**src/rtl/ascii_screen_dump_pkg.sv**
```systemverilog
// Shared definitions for the text-screen dump path: FSM encoding, the bytes
// it emits, printable range and the text-buffer geometry that the receive
// side also uses.
package ascii_screen_dump_pkg;

  // Text buffer geometry (80x60 cells, row-major addressing)
  localparam int SCREEN_MAXX   = 79;
  localparam int SCREEN_MAXY   = 59;
  localparam int SCREEN_ADDR_W = 13;

  // Bytes emitted around the cell data
  localparam logic [7:0] CH_ESC      = 8'h1b;
  localparam logic [7:0] CH_LBRACKET = 8'h5b;
  localparam logic [7:0] CH_H        = 8'h48;
  localparam logic [7:0] CH_CR       = 8'h0d;
  localparam logic [7:0] CH_LF       = 8'h0a;
  localparam logic [7:0] CH_SPACE    = 8'h20;

  // Printable ASCII range; anything outside is sent as a space
  localparam logic [7:0] PRINT_MIN = 8'd32;
  localparam logic [7:0] PRINT_MAX = 8'd126;

  typedef enum logic [2:0] {
    ST_IDLE,
    ST_PREFIX,
    ST_READ,
    ST_WAIT,
    ST_SEND,
    ST_EOL_CR,
    ST_EOL_LF,
    ST_FINISH
  } dump_state_t;

  // Replace control codes and DEL/high bytes so the terminal only sees text
  function automatic logic [7:0] sanitize_char(input logic [7:0] c);
    if (c < PRINT_MIN || c > PRINT_MAX) begin
      return CH_SPACE;
    end
    return c;
  endfunction

  // Cursor-home sequence ESC [ H, indexed 0..2
  function automatic logic [7:0] prefix_byte(input logic [1:0] idx);
    case (idx)
      2'd0:    return CH_ESC;
      2'd1:    return CH_LBRACKET;
      default: return CH_H;
    endcase
  endfunction

endpackage

```
**src/rtl/uart_tx.sv**
```systemverilog
// 8N1 UART transmitter. A byte is accepted on tx_start while tx_busy is low.
// tx_busy drops at the start of the last stop-bit cycle, so a byte offered
// in that cycle begins exactly as the stop bit ends; the stop bit is never
// shortened. Requires CLKS_PER_BIT >= 2.
module uart_tx #(
  parameter int CLKS_PER_BIT = 868
) (
  input  logic       clk,
  input  logic       rstn,
  input  logic       tx_start,
  input  logic [7:0] tx_data,
  output logic       tx_busy,
  output logic       tx
);

  localparam int BAUD_W = $clog2(CLKS_PER_BIT + 1);
  localparam logic [BAUD_W-1:0] BAUD_LAST    = BAUD_W'(CLKS_PER_BIT - 1);
  localparam logic [BAUD_W-1:0] BAUD_RELEASE = BAUD_W'(CLKS_PER_BIT - 2);
  localparam logic [3:0]        STOP_BIT     = 4'd9;

  logic              busy_reg,  busy_next;
  logic              tx_reg,    tx_next;
  logic [BAUD_W-1:0] baud_reg,  baud_next;
  logic [3:0]        bit_reg,   bit_next;
  logic [8:0]        shift_reg, shift_next;

  // Baud/bit sequencing: start bit on accept, then data LSB first, then stop
  always_comb begin
    busy_next  = busy_reg;
    tx_next    = tx_reg;
    baud_next  = baud_reg;
    bit_next   = bit_reg;
    shift_next = shift_reg;
    if (tx_start && !busy_reg) begin
      busy_next  = 1'b1;
      tx_next    = 1'b0;
      baud_next  = '0;
      bit_next   = 4'd0;
      shift_next = {1'b1, tx_data};
    end else if (busy_reg) begin
      if (baud_reg == BAUD_LAST) begin
        baud_next  = '0;
        bit_next   = bit_reg + 4'd1;
        tx_next    = shift_reg[0];
        shift_next = {1'b1, shift_reg[8:1]};
      end else begin
        baud_next = baud_reg + BAUD_W'(1);
      end
      if (bit_reg == STOP_BIT && baud_reg == BAUD_RELEASE) begin
        busy_next = 1'b0;
      end
    end
  end

  // State registers; reset parks the line high at once
  always_ff @(posedge clk or negedge rstn) begin
    if (!rstn) begin
      busy_reg  <= 1'b0;
      tx_reg    <= 1'b1;
      baud_reg  <= '0;
      bit_reg   <= 4'd0;
      shift_reg <= '0;
    end else begin
      busy_reg  <= busy_next;
      tx_reg    <= tx_next;
      baud_reg  <= baud_next;
      bit_reg   <= bit_next;
      shift_reg <= shift_next;
    end
  end

  assign tx_busy = busy_reg;
  assign tx      = tx_reg;

endmodule

```
**src/rtl/ascii_screen_dump.sv**
```systemverilog
// Replays the VGA text buffer over UART so a host terminal can re-sync:
// ESC [ H, then every cell row-major with CR LF after each row.
module ascii_screen_dump
  import ascii_screen_dump_pkg::*;
#(
  parameter int CLKS_PER_BIT = 868,
  parameter int MAXX         = SCREEN_MAXX,
  parameter int MAXY         = SCREEN_MAXY,
  parameter int ADDR_W       = SCREEN_ADDR_W
) (
  input  logic              clk,
  input  logic              rstn,
  input  logic              start,
  input  logic              abort,
  output logic              busy,
  output logic              done,
  output logic [ADDR_W-1:0] rd_addr,
  output logic              rd_en,
  input  logic [7:0]        rd_data,
  output logic              tx
);

  localparam int COL_W = (MAXX > 0) ? $clog2(MAXX + 1) : 1;
  localparam int ROW_W = (MAXY > 0) ? $clog2(MAXY + 1) : 1;
  localparam logic [COL_W-1:0] LAST_COL    = COL_W'(MAXX);
  localparam logic [ROW_W-1:0] LAST_ROW    = ROW_W'(MAXY);
  localparam logic [1:0]       LAST_PREFIX = 2'd2;

  dump_state_t       state_reg,    state_next;
  logic [1:0]        idx_reg,      idx_next;
  logic [COL_W-1:0]  col_reg,      col_next;
  logic [ROW_W-1:0]  row_reg,      row_next;
  // Running cell address; equals row*(MAXX+1)+col because cells go row-major
  logic [ADDR_W-1:0] addr_reg,     addr_next;
  logic [7:0]        char_reg,     char_next;
  // Set once the current byte has been handed to the transmitter
  logic              launched_reg, launched_next;
  logic              abort_reg,    abort_next;

  logic       tx_start;
  logic [7:0] tx_data;
  logic       tx_busy;
  logic       byte_state;
  logic       byte_done;
  logic       abort_pend;
  logic [7:0] cur_byte;

  assign busy    = (state_reg != ST_IDLE) && (state_reg != ST_FINISH);
  assign done    = (state_reg == ST_FINISH);
  assign rd_en   = (state_reg == ST_READ);
  assign rd_addr = addr_reg;

  assign byte_state = (state_reg == ST_PREFIX) || (state_reg == ST_SEND) ||
                      (state_reg == ST_EOL_CR) || (state_reg == ST_EOL_LF);
  // tx_busy is already high the cycle after launch, so low here means finished
  assign byte_done  = byte_state && launched_reg && !tx_busy;
  assign abort_pend = abort_reg || abort;

  // Next-state logic, byte launch handshake and abort latching
  always_comb begin
    state_next    = state_reg;
    idx_next      = idx_reg;
    col_next      = col_reg;
    row_next      = row_reg;
    addr_next     = addr_reg;
    char_next     = char_reg;
    launched_next = launched_reg;
    abort_next    = abort_reg;
    tx_start      = 1'b0;
    tx_data       = 8'h00;

    case (state_reg)
      ST_PREFIX: cur_byte = prefix_byte(idx_reg);
      ST_SEND:   cur_byte = char_reg;
      ST_EOL_CR: cur_byte = CH_CR;
      ST_EOL_LF: cur_byte = CH_LF;
      default:   cur_byte = CH_SPACE;
    endcase

    if (abort && busy) begin
      abort_next = 1'b1;
    end

    if (byte_state && !launched_reg && !tx_busy) begin
      tx_start      = 1'b1;
      tx_data       = cur_byte;
      launched_next = 1'b1;
    end
    if (byte_done) begin
      launched_next = 1'b0;
    end

    case (state_reg)
      ST_IDLE: begin
        // A coincident abort is dropped: abort_next is cleared here
        if (start) begin
          state_next    = ST_PREFIX;
          idx_next      = 2'd0;
          col_next      = '0;
          row_next      = '0;
          addr_next     = '0;
          launched_next = 1'b0;
          abort_next    = 1'b0;
        end
      end
      ST_PREFIX: begin
        if (byte_done) begin
          if (abort_pend) begin
            state_next = ST_FINISH;
          end else if (idx_reg == LAST_PREFIX) begin
            state_next = ST_READ;
          end else begin
            idx_next = idx_reg + 2'd1;
          end
        end
      end
      ST_READ: begin
        state_next = ST_WAIT;
      end
      ST_WAIT: begin
        char_next  = sanitize_char(rd_data);
        state_next = ST_SEND;
      end
      ST_SEND: begin
        if (byte_done) begin
          addr_next = addr_reg + ADDR_W'(1);
          if (abort_pend) begin
            state_next = ST_FINISH;
          end else if (col_reg == LAST_COL) begin
            col_next   = '0;
            state_next = ST_EOL_CR;
          end else begin
            col_next   = col_reg + COL_W'(1);
            state_next = ST_READ;
          end
        end
      end
      ST_EOL_CR: begin
        if (byte_done) begin
          state_next = abort_pend ? ST_FINISH : ST_EOL_LF;
        end
      end
      ST_EOL_LF: begin
        if (byte_done) begin
          if (abort_pend || row_reg == LAST_ROW) begin
            state_next = ST_FINISH;
          end else begin
            row_next   = row_reg + ROW_W'(1);
            state_next = ST_READ;
          end
        end
      end
      ST_FINISH: begin
        abort_next = 1'b0;
        state_next = ST_IDLE;
      end
      default: begin
        state_next = ST_IDLE;
      end
    endcase
  end

  // FSM and datapath registers
  always_ff @(posedge clk or negedge rstn) begin
    if (!rstn) begin
      state_reg    <= ST_IDLE;
      idx_reg      <= 2'd0;
      col_reg      <= '0;
      row_reg      <= '0;
      addr_reg     <= '0;
      char_reg     <= 8'h00;
      launched_reg <= 1'b0;
      abort_reg    <= 1'b0;
    end else begin
      state_reg    <= state_next;
      idx_reg      <= idx_next;
      col_reg      <= col_next;
      row_reg      <= row_next;
      addr_reg     <= addr_next;
      char_reg     <= char_next;
      launched_reg <= launched_next;
      abort_reg    <= abort_next;
    end
  end

  uart_tx #(
    .CLKS_PER_BIT(CLKS_PER_BIT)
  ) u_uart_tx (
    .clk     (clk),
    .rstn    (rstn),
    .tx_start(tx_start),
    .tx_data (tx_data),
    .tx_busy (tx_busy),
    .tx      (tx)
  );

endmodule
```
**config.mk**
```make
export PLATFORM = sky130hd
export DESIGN_NAME = ascii_screen_dump
export DESIGN_NICKNAME = d
export VERILOG_FILES = /design/src/rtl/ascii_screen_dump_pkg.sv /design/src/rtl/uart_tx.sv /design/src/rtl/ascii_screen_dump.sv
export SDC_FILE = /design/constraint.sdc
export NUM_CORES = 1
export LEC_CHECK = 0
export CAP_MARGIN = 20
export CORE_ASPECT_RATIO = 2
export CORE_MARGIN = 5
export CORE_UTILIZATION = 63
export DETAILED_ROUTE_END_ITERATION = 7
export PLACE_DENSITY = 0.85
export SYNTH_ARGS = -nofsm -noshare
export SYNTH_HDL_FRONTEND = slang
export SYNTH_SLANG_ARGS = --single-unit
```
**constraint.sdc**
```tcl
create_clock -name clk -period 4.31 [get_ports clk]
set_input_delay 0.862 -clock clk [delete_from_list [all_inputs] [get_ports clk]]
set_output_delay 0.862 -clock clk [all_outputs]
set_load 0.01 [all_outputs]
```
==> results of run 1 <==
[final cells by class]
class	instances	area share
Sequential cell	66	0.383
Tap cell	61	0.0177
Clock buffer	14	0.0635
Inverter	16	0.0139
Multi-Input combinational cell	289	0.442
Timing Repair Buffer	31	0.0719
Clock inverter	2	0.00812
[kinds of logic after synthesis]
logic type               after synthesis
flip-flops                            66
AND/OR/NAND/NOR                      144
adder cells (fa/ha/maj)               10
XOR/XNOR                               6
AO/OA/AOI/OAI                        117
multiplexers                          12
buffers and inverters                 34
[per-stage QoR]
| stage | cell area (um2) | util |
|---|---|---|
| floorplan | 3700 | - |
| global placement | 3980 | 0.698 |
| detailed placement | 3980 | 0.698 |
| CTS | 4290 | 0.752 |
| global route | 4310 | 0.755 |
| finish | 4310 | 0.755 |
[final timing paths]
kind	startpoint	to	slack, ns	depth (start not counted)
setup / recovery	state_reg[0]	rd_en	1.28	3
hold / removal	rstn	row_reg[0]	0.35	1
setup reg to reg	state_reg[0]	u_uart_tx.shift_reg[3]	1.85	4
hold reg to reg	u_uart_tx.shift_reg[8]	u_uart_tx.shift_reg[8]	0.48	1
max in group asynchronous	rstn	u_uart_tx.tx	3.12	3
min in group clk	u_uart_tx.shift_reg[8]	u_uart_tx.shift_reg[8]	0.48	1
[where the power goes]
group          switching (mW)  internal (mW)
registers               0.181          0.753
logic                   0.196          0.200
clock network           0.259          0.494
total                   0.636           1.45
[per-layer routing]
layer / wire length (um) / track usage / vias up
li1: - / - / 1502
met3: 440 / 0.0645 / 26
met2: 4810 / 0.414 / 113
met4: 242 / 0.120 / 0
met5: 0 / 0 / -
met1: 3270 / 0.276 / 1578
[worst max-delay path: stages (launching register included)]
cell	delay [ns]
sky130_fd_sc_hd__dfrtp_1	0.69
sky130_fd_sc_hd__or2_2	0.47
sky130_fd_sc_hd__nor2_1	0.11
sky130_fd_sc_hd__clkdlybuf4s50_1	0.55
[placed cells by master, fill, tap and decap left out, types with 5 or more instances in the layout]
cell / n
sky130_fd_sc_hd__and3_1: 7
sky130_fd_sc_hd__clkdlybuf4s50_1: 27
sky130_fd_sc_hd__nand3_1: 19
sky130_fd_sc_hd__o31ai_1: 7
sky130_fd_sc_hd__nand4_1: 11
sky130_fd_sc_hd__a22o_1: 6
sky130_fd_sc_hd__or4_1: 6
sky130_fd_sc_hd__xor2_1: 5
sky130_fd_sc_hd__a211oi_1: 5
sky130_fd_sc_hd__o21ai_0: 36
sky130_fd_sc_hd__nand2_1: 35
sky130_fd_sc_hd__nand2b_1: 7
sky130_fd_sc_hd__a21oi_1: 29
sky130_fd_sc_hd__ha_1: 10
sky130_fd_sc_hd__nor2_1: 15
sky130_fd_sc_hd__o211ai_1: 7
sky130_fd_sc_hd__dfrtp_1: 65
sky130_fd_sc_hd__or3_1: 9
sky130_fd_sc_hd__inv_1: 16
sky130_fd_sc_hd__mux2i_1: 12
sky130_fd_sc_hd__clkbuf_16: 9
sky130_fd_sc_hd__a31oi_1: 6
==> out/metrics.yaml, run 1 <==
final-seq-area_um2: 1650
initial_antenna_violation_count: 0
synth-async-reset-ratio: 1.00
grt_usage: 0.244
postSynthCellCount: 389
fin_nets: 435
fmaxAchievable_ghz: 0.330
slew-limit-headroom: 0.303
cts_made_buffers: 9
drc_errors: 0
clk_pin_slew_worst_paths_ns: 0.05
synth.largest_area_cell: "sky130_fd_sc_hd__dfrtp_1"
grt_setup_unrepaired: "false"
detailroute.via_count: 3219
vias_in_the_first_global_route: 3149
wl_um: 8760
cts.htree.levels: 3
largest_register_ffs: 13
worst_setup_path_start_kind: "flip-flop"
critPathKind: "reg2out"
buffer_ports.inserted: 28
clock_tree.root_cell: "sky130_fd_sc_hd__clkbuf_16"
setup-violations-final: 0
synth_compound_area_frac: 0.209
grt_overflow_total: 0
finalPower_mw: 2.08
final-max-slew-violation-count: 0
synth_xor_area_frac: 0.0142
tritoncts: "done"
synthAdderAreaFrac: 0.0338
io_pins: 29
floorplan.initialDensity: 0.648
timing.setup.tns_ns: 0
maxCapViolations: 0
most_common_cell_in_the_netlist: "sky130_fd_sc_hd__dfrtp_1"
die_area_um2: 7600
area_growth_from_synthesis_to_layout_pct: 16.5
insertedDiodeCount: 0
sequential_cell_area_fraction_in_the_yosys_report: 0.446
detail_route.iter0.violations: 334
fp.dieW_um: 64.2
power.ir.vdd_worst_v: 0.000506
place.gp.congestion: 0.880
floorplan.rows: 39
synthDominantCellAreaShare: 0.439
synthDistinctLibCells: 61
synth-edff-count: 0
crit_path_max_fanout: 31
worst-slew-pin-transition_ns: 1.04
setup_ws_ns: 1.28
crit_required_ns: 3.45
yosys_warnings: 0
cts_max_path_buffers: 2
stdcell_count: 479
post_route_cells_drive_above_1_share: 0.0837
count_of_filler_cells_inserted_in_the_layout: 392
place_ws_ns: 1.57
multi_input_comb_area_um2: 1900
postCtsSetupBuffers: 0
ctsHoldBuffers: 0
synth_commonest_cells: "65 x sky130_fd_sc_hd__dfrtp_1, 36 x sky130_fd_sc_hd__o21ai_0, 35 x sky130_fd_sc_hd__nand2_1"
syn_area_per_cell_um2: 9.52
largest_net_degree_at_the_start_of_global_routing: 46
area_of_the_core_um2: 5710
avgViaCountPerCell: 6.72
clock_sink_count: 66
post_synth_and_or_nand_nor_area_fraction: 0.225
finalHoldViolations: 0
die_height_um: 118
layout_min_cycle_time_ns: 3.03
syn-cell-area_um2: 3700
detail-route-antenna-nets: 0
worst_setup_path_end_kind: "output port"
arrival_time_at_the_worst_endpoint_ns: 2.16
ys_seq_elements: 66
period_share: 0.702
synth_nets: 411
synth_area_leaders: "sky130_fd_sc_hd__dfrtp_1 44%, sky130_fd_sc_hd__o21ai_0 4.9%, sky130_fd_sc_hd__a21oi_1 3.9%"
outcome: "finished, final reports clean"
leakagePower_nw: 1.89
timing.hold.worst.class: "in2async"
finClkSkew_ns: 0.00671
most_used_flip_flop_cell_after_synthesis: "sky130_fd_sc_hd__dfrtp_1"
drt_pre_antenna_iters: 5
routed_wire_length_per_instance_um: 18.3
dp.cells: 462
synthMuxAreaShare: 0.0324
power-per-cell-area_nw_per_um2: 483
largest_family_of_logic_cells_by_synthesized_area: "simple AND/OR/NAND/NOR gates"
clkLatencyLatePin_ns: 0.34
holdWs_ns: 0.346
post-dp-hpwl_um: 6090
cts_resized: 0
first_pass_grt_wire_length_um: 14800
Note: power is estimated with default switching activity, not from simulation.
==> inputs of run 2 (changes only) <==
--- a/config.mk
+++ b/config.mk
@@ -8,9 +8,9 @@
 export CAP_MARGIN = 20
 export CORE_ASPECT_RATIO = 2
 export CORE_MARGIN = 5
-export CORE_UTILIZATION = 63
+export CORE_UTILIZATION = 58
 export DETAILED_ROUTE_END_ITERATION = 7
-export PLACE_DENSITY = 0.85
+export PLACE_DENSITY = 0.79
 export SYNTH_ARGS = -nofsm -noshare
 export SYNTH_HDL_FRONTEND = slang
 export SYNTH_SLANG_ARGS = --single-unit
==> constraint.sdc (replaced) <==
create_clock -name clk -period 2.97 [get_ports clk]
set_input_delay 0.594 -clock clk [delete_from_list [all_inputs] [get_ports clk]]
set_output_delay 0.594 -clock clk [all_outputs]
set_load 0.01 [all_outputs]
==> out/metrics.yaml, run 2 (synthesis results as in run 1) <==
die_height_um: 123  # +3.9%
count_of_filler_cells_inserted_in_the_layout: 486  # +24%
holdWs_ns: 0.454  # +0.108 ns
cts_max_path_buffers: 2  # unchanged
grt_usage: 0.232  # -0.0120
clock_sink_count: 66  # unchanged
drt_pre_antenna_iters: 4  # -1
crit_path_max_fanout: 15  # -52%
post_route_cells_drive_above_1_share: 0.101  # +0.0174
vias_in_the_first_global_route: 3140  # -0.29%
fmaxAchievable_ghz: 0.394
drc_errors: 0  # unchanged
io_pins: 29  # unchanged
finClkSkew_ns: 0.00570  # -0.00101 ns
detail-route-antenna-nets: 0  # unchanged
floorplan.rows: 41  # +5.1%
fin_nets: 442  # +1.6%
leading_cell_types_in_the_layout_fill_and_taps_excluded: "65 x sky130_fd_sc_hd__dfrtp_1, 36 x sky130_fd_sc_hd__o21ai_0, 35 x sky130_fd_sc_hd__nand2_1, 29 x sky130_fd_sc_hd__a21oi_1, 27 x sky130_fd_sc_hd__clkdlybuf4s50_1"
worst-slew-pin-transition_ns: 0.831  # -0.210 ns
buffer_ports.inserted: 28  # unchanged
clk_pin_slew_worst_paths_ns: 0.05  # about the same
layout_commonest_cell: "sky130_fd_sc_hd__dfrtp_1"
initial_antenna_violation_count: 0  # unchanged
reg2reg_setup_slack_ns: 0.88  # -0.97 ns
power.ir.vdd_worst_v: 0.000467  # -7.7%
postCtsSetupBuffers: 0  # unchanged
post-dp-hpwl_um: 5940  # -2.6%
setup_ws_ns: 0.434  # -0.850 ns
cts_made_buffers: 9  # unchanged
wl_um: 8440  # -3.7%
arrival_time_at_the_worst_endpoint_ns: 1.94  # -0.22 ns
insertedDiodeCount: 0  # unchanged
place.gp.congestion: 0.911  # +3.5%
worst_setup_path_end_kind: "output port"
routed_wire_length_per_instance_um: 16.5  # -9.8%
crit_required_ns: 2.38  # -1.07 ns
largest_net_degree_at_the_start_of_global_routing: 67  # +46%
place_ws_ns: 0.491  # -1.08 ns
layout_min_cycle_time_ns: 2.54
power-per-cell-area_nw_per_um2: 712  # +47%
ctsHoldBuffers: 0  # unchanged
detail_route.iter0.violations: 248  # -26%
first_pass_grt_wire_length_um: 14500  # -2.1%
die_area_um2: 8180  # +7.6%
final-max-slew-violation-count: 0  # unchanged
rr_worst_depth: 5  # +1
clock_tree.root_cell: "sky130_fd_sc_hd__clkbuf_16"
largest_register_ffs: 13  # unchanged
slew-limit-headroom: 0.446  # +0.143
clkLatencyLatePin_ns: 0.33  # about the same
fp.dieW_um: 66.5  # +3.6%
floorplan.initialDensity: 0.592  # -0.0569
grt_setup_unrepaired: "false"
detailroute.via_count: 3160  # -1.8%
timing.hold.worst.class: "in2async"
critPathKind: "reg2out"
cts_resized: 0  # unchanged
finalHoldViolations: 0  # unchanged
tritoncts: "done"
cts.htree.levels: 3  # unchanged
timing.setup.tns_ns: 0  # unchanged
outcome: "finished, final reports clean"
worst_setup_path_start_kind: "flip-flop"
grt_overflow_total: 0  # unchanged
leakagePower_nw: 1.92  # +1.8%
maxCapViolations: 0  # unchanged
setup-violations-final: 0  # unchanged
avgViaCountPerCell: 6.18  # -8.0%
period_share: 0.854
area_growth_from_synthesis_to_layout_pct: 19.3
area_of_the_core_um2: 6260  # +9.6%
run 2: cell types whose count changed in the layout (fill, tap and decap cells not counted), sizes merged:
cell / before / now
inv: 16 / 17
clkinv: 1 / 0
buf: 4 / 11
clkinvlp: 0 / 2
bufinv: 1 / 3
clkbuf: 14 / 10
run 2: metrics by stage:
step / utilization / cell area, um2 / total power [mW] / instances
after floorplan: - / 3700 / 1.71 / 389
after global placement: 0.651 / 4080 / 1.90 / 495
after detailed placement: 0.651 / 4080 / 1.94 / 495
after CTS: 0.706 / 4420 / 3.17 / 511
after global routing: 0.706 / 4420 / 3.31 / 511
final: 0.706 / 4420 / 3.14 / 511
run 2: worst paths after layout:
kind                              start                endpoint
max                        state_reg[2]                   rd_en
min                                rstn             rd_addr[12]
max reg2reg                state_reg[2]             rd_addr[11]
min reg2reg                  col_reg[6]              col_reg[6]
max in group asynchronous          rstn  u_uart_tx.shift_reg[6]
min in group clk             col_reg[6]              col_reg[6]
run 2: final cells by class:
cell class	count	area [um2]	area share
multi-input combinational	289	1900	0.431
sequential	66	1650	0.374
timing repair buffer	38	350	0.0793
clock buffer	10	229	0.0518
clock inverter	6	114	0.0258
tap	86	108	0.0244
inverter	16	60.1	0.0136
run 2: layer usage:
| layer | global-route usage | wire length, um |
|---|---|---|
| met5 | 0 | 0 |
| met3 | 0.0373 | 276 |
| met4 | 0.131 | 311 |
| met1 | 0.255 | 3180 |
| met2 | 0.411 | 4670 |
run 2: worst max-delay path: stages (launching register included):
cell and delay (ns):
sky130_fd_sc_hd__dfrtp_1 0.54, sky130_fd_sc_hd__or2_2 0.40, sky130_fd_sc_hd__nor2_1 0.12, sky130_fd_sc_hd__clkdlybuf4s50_1 0.55
run 2: power breakdown:
part	internal [mW]	switching [mW]
clock network	0.822	0.388
registers	1.09	0.203
logic	0.301	0.336
==> inputs of run 3 (changes only) <==
--- a/config.mk
+++ b/config.mk
@@ -9,7 +9,9 @@
 export CORE_ASPECT_RATIO = 2
 export CORE_MARGIN = 5
 export CORE_UTILIZATION = 58
+export CTS_CLUSTER_SIZE = 8
 export DETAILED_ROUTE_END_ITERATION = 7
+export MAX_ROUTING_LAYER = met4
 export PLACE_DENSITY = 0.79
 export SYNTH_ARGS = -nofsm -noshare
 export SYNTH_HDL_FRONTEND = slang
==> out/metrics.yaml, run 3 (synthesis results as in run 1) <==
outcome: "finished, final reports clean"
worst_setup_path_start_kind: "flip-flop"
die_height_um: 123  # unchanged
cell_area_after_layout_um2: 4420  # unchanged
cts_resized: 0  # unchanged
post-dp-hpwl_um: 5940  # unchanged
cts_max_path_buffers: 2  # unchanged
clock_tree.root_cell: "sky130_fd_sc_hd__clkbuf_16"
detail-route-antenna-nets: 0  # unchanged
buffer_ports.inserted: 28  # unchanged
place.gp.congestion: 0.927  # +1.7%
setup-violations-final: 0  # unchanged
slowest_delay_ns: 0.55  # about the same
tritoncts: "done"
timing.hold.worst.class: "in2async"
drc_errors: 0  # unchanged
power.share.sequential: 0.412  # about the same
post_route_cells_drive_above_1_share: 0.101  # unchanged
arrival_time_at_the_worst_endpoint_ns: 1.95  # about the same
cts.htree.levels: 3  # unchanged
leakagePower_nw: 1.92  # unchanged
leading_cell_types_in_the_layout_fill_and_taps_excluded: "65 x sky130_fd_sc_hd__dfrtp_1, 36 x sky130_fd_sc_hd__o21ai_0, 35 x sky130_fd_sc_hd__nand2_1, 29 x sky130_fd_sc_hd__a21oi_1, 27 x sky130_fd_sc_hd__clkdlybuf4s50_1"
initial_antenna_violation_count: 0  # unchanged
power.net_switching_mw: 0.929  # +0.20%
grt_overflow_total: 0  # unchanged
pwr-share-comb: 0.203  # about the same
power.switching_fraction: 0.295  # +0.000410
area_of_the_core_um2: 6260  # unchanged
power-per-cell-area_nw_per_um2: 712  # about the same
wl_um: 8480  # +0.56%
period_share: 0.856  # +0.00258
area_growth_from_synthesis_to_layout_pct: 19.3  # unchanged
worst-slew-pin-transition_ns: 0.834  # +0.00329 ns
maxCapViolations: 0  # unchanged
fmaxAchievable_ghz: 0.393  # -0.30%
detail_route.iter0.violations: 247  # -0.40%
layout_min_cycle_time_ns: 2.54  # +0.00766 ns
floorplan.initialDensity: 0.592  # unchanged
fin_nets: 442  # unchanged
slew-limit-headroom: 0.444  # -0.00219
fp.dieW_um: 66.5  # unchanged
worst_setup_path_end_kind: "output port"
cts_made_buffers: 9  # unchanged
finalHoldViolations: 0  # unchanged
grt_setup_unrepaired: "false"
path_cells: "or2_2 -> nor2_1 -> clkdlybuf4s50_1"
largest_register_ffs: 13  # unchanged
routed_wire_length_per_instance_um: 16.6  # +0.56%
postCtsSetupBuffers: 0  # unchanged
critPathLaunch: "state_reg[2]"
clk_pin_slew_worst_paths_ns: 0.05  # about the same
grt_usage: 0.238  # +0.00665
cellInternalPower_mw: 2.22  # about the same
largest_net_degree_at_the_start_of_global_routing: 67  # unchanged
regToRegStartpoint: "state_reg[2]"
placement.cell_area_um2: 4080  # unchanged
insertedDiodeCount: 0  # unchanged
crit_path_max_fanout: 15  # unchanged
critical-path-slowest-cell: "sky130_fd_sc_hd__clkdlybuf4s50_1"
power.ir.vdd_worst_v: 0.000467  # about the same
clock_power_share: 0.385  # about the same
clock_sink_count: 66  # unchanged
finalPower_mw: 3.15  # about the same
drt_pre_antenna_iters: 4  # unchanged
floorplan.rows: 41  # unchanged
avgViaCountPerCell: 6.19  # +0.13%
final-max-slew-violation-count: 0  # unchanged
io_pins: 29  # unchanged
clkLatencyLatePin_ns: 0.33  # about the same
finClkSkew_ns: 0.00459  # -0.00111 ns
ctsHoldBuffers: 0  # unchanged
first_pass_grt_wire_length_um: 14500  # about the same
vias_in_the_first_global_route: 3139  # -0.032%
critPathKind: "reg2out"
crit_required_ns: 2.38  # about the same
die_area_um2: 8180  # unchanged
timing.setup.tns_ns: 0  # unchanged
layout_commonest_cell: "sky130_fd_sc_hd__dfrtp_1"
detailroute.via_count: 3164  # +0.13%
## run 3: layout make-up
| type | count | area, um2 |
|---|---|---|
| Multi-Input combinational cell | 289 | 1900 |
| Timing Repair Buffer | 38 | 350 |
| Clock buffer | 10 | 229 |
| Inverter | 16 | 60.1 |
| Fill cell | 486 | 1840 |
| Sequential cell | 66 | 1650 |
| Tap cell | 86 | 108 |
| Clock inverter | 6 | 114 |
## run 3: worst max-delay path, delay by kind of cell (launching register included)
family | cells | cell delay, ns
flops | 1 | 0.54
simple gates | 2 | 0.53
buf+inv | 1 | 0.55
## run 3: routing by layer
layer / global-route usage / vias to the layer above / share of wire
met1: 0.257 / 1548 / 0.39
met3: 0.0373 / 22 / 0.032
met5: - / - / 0
li1: - / 1512 / -
met4: 0.131 / 0 / 0.039
met2: 0.409 / 82 / 0.54
## run 3: worst paths after layout
kind	to	slack, ns	cells past startpoint
worst max register to register	rd_addr[11]	0.87	5
worst min-delay path	row_reg[3]	0.46	2
min in group clk	col_reg[6]	0.47	1
worst min register to register	col_reg[6]	0.47	1
max in group asynchronous	u_uart_tx.shift_reg[8]	1.97	2
worst max-delay path	rd_en	0.43	3
## run 3: metrics by stage
| step | instances | hold slack [ns] | utilization | setup WS (ns) |
|---|---|---|---|---|
| floorplan | 389 | 0.298 | - | 1.09 |
| global placement | 495 | 0.456 | 0.651 | 0.565 |
| detailed placement | 495 | 0.460 | 0.651 | 0.491 |
| CTS | 511 | 0.472 | 0.706 | 0.442 |
| global route | 511 | 0.493 | 0.706 | 0.357 |
| finish | 511 | 0.456 | 0.706 | 0.426 |
## run 3: power by group through the flow
stage	clock (mW)	sequential, mW	combinational, mW
4_1_cts	1.23	1.29	0.638
5_1_grt	1.27	1.33	0.714
3_3_place_gp	0	1.30	0.601
3_5_place_dp	0	1.31	0.626
2_1_floorplan	0	1.24	0.473
6_report	1.21	1.30	0.637
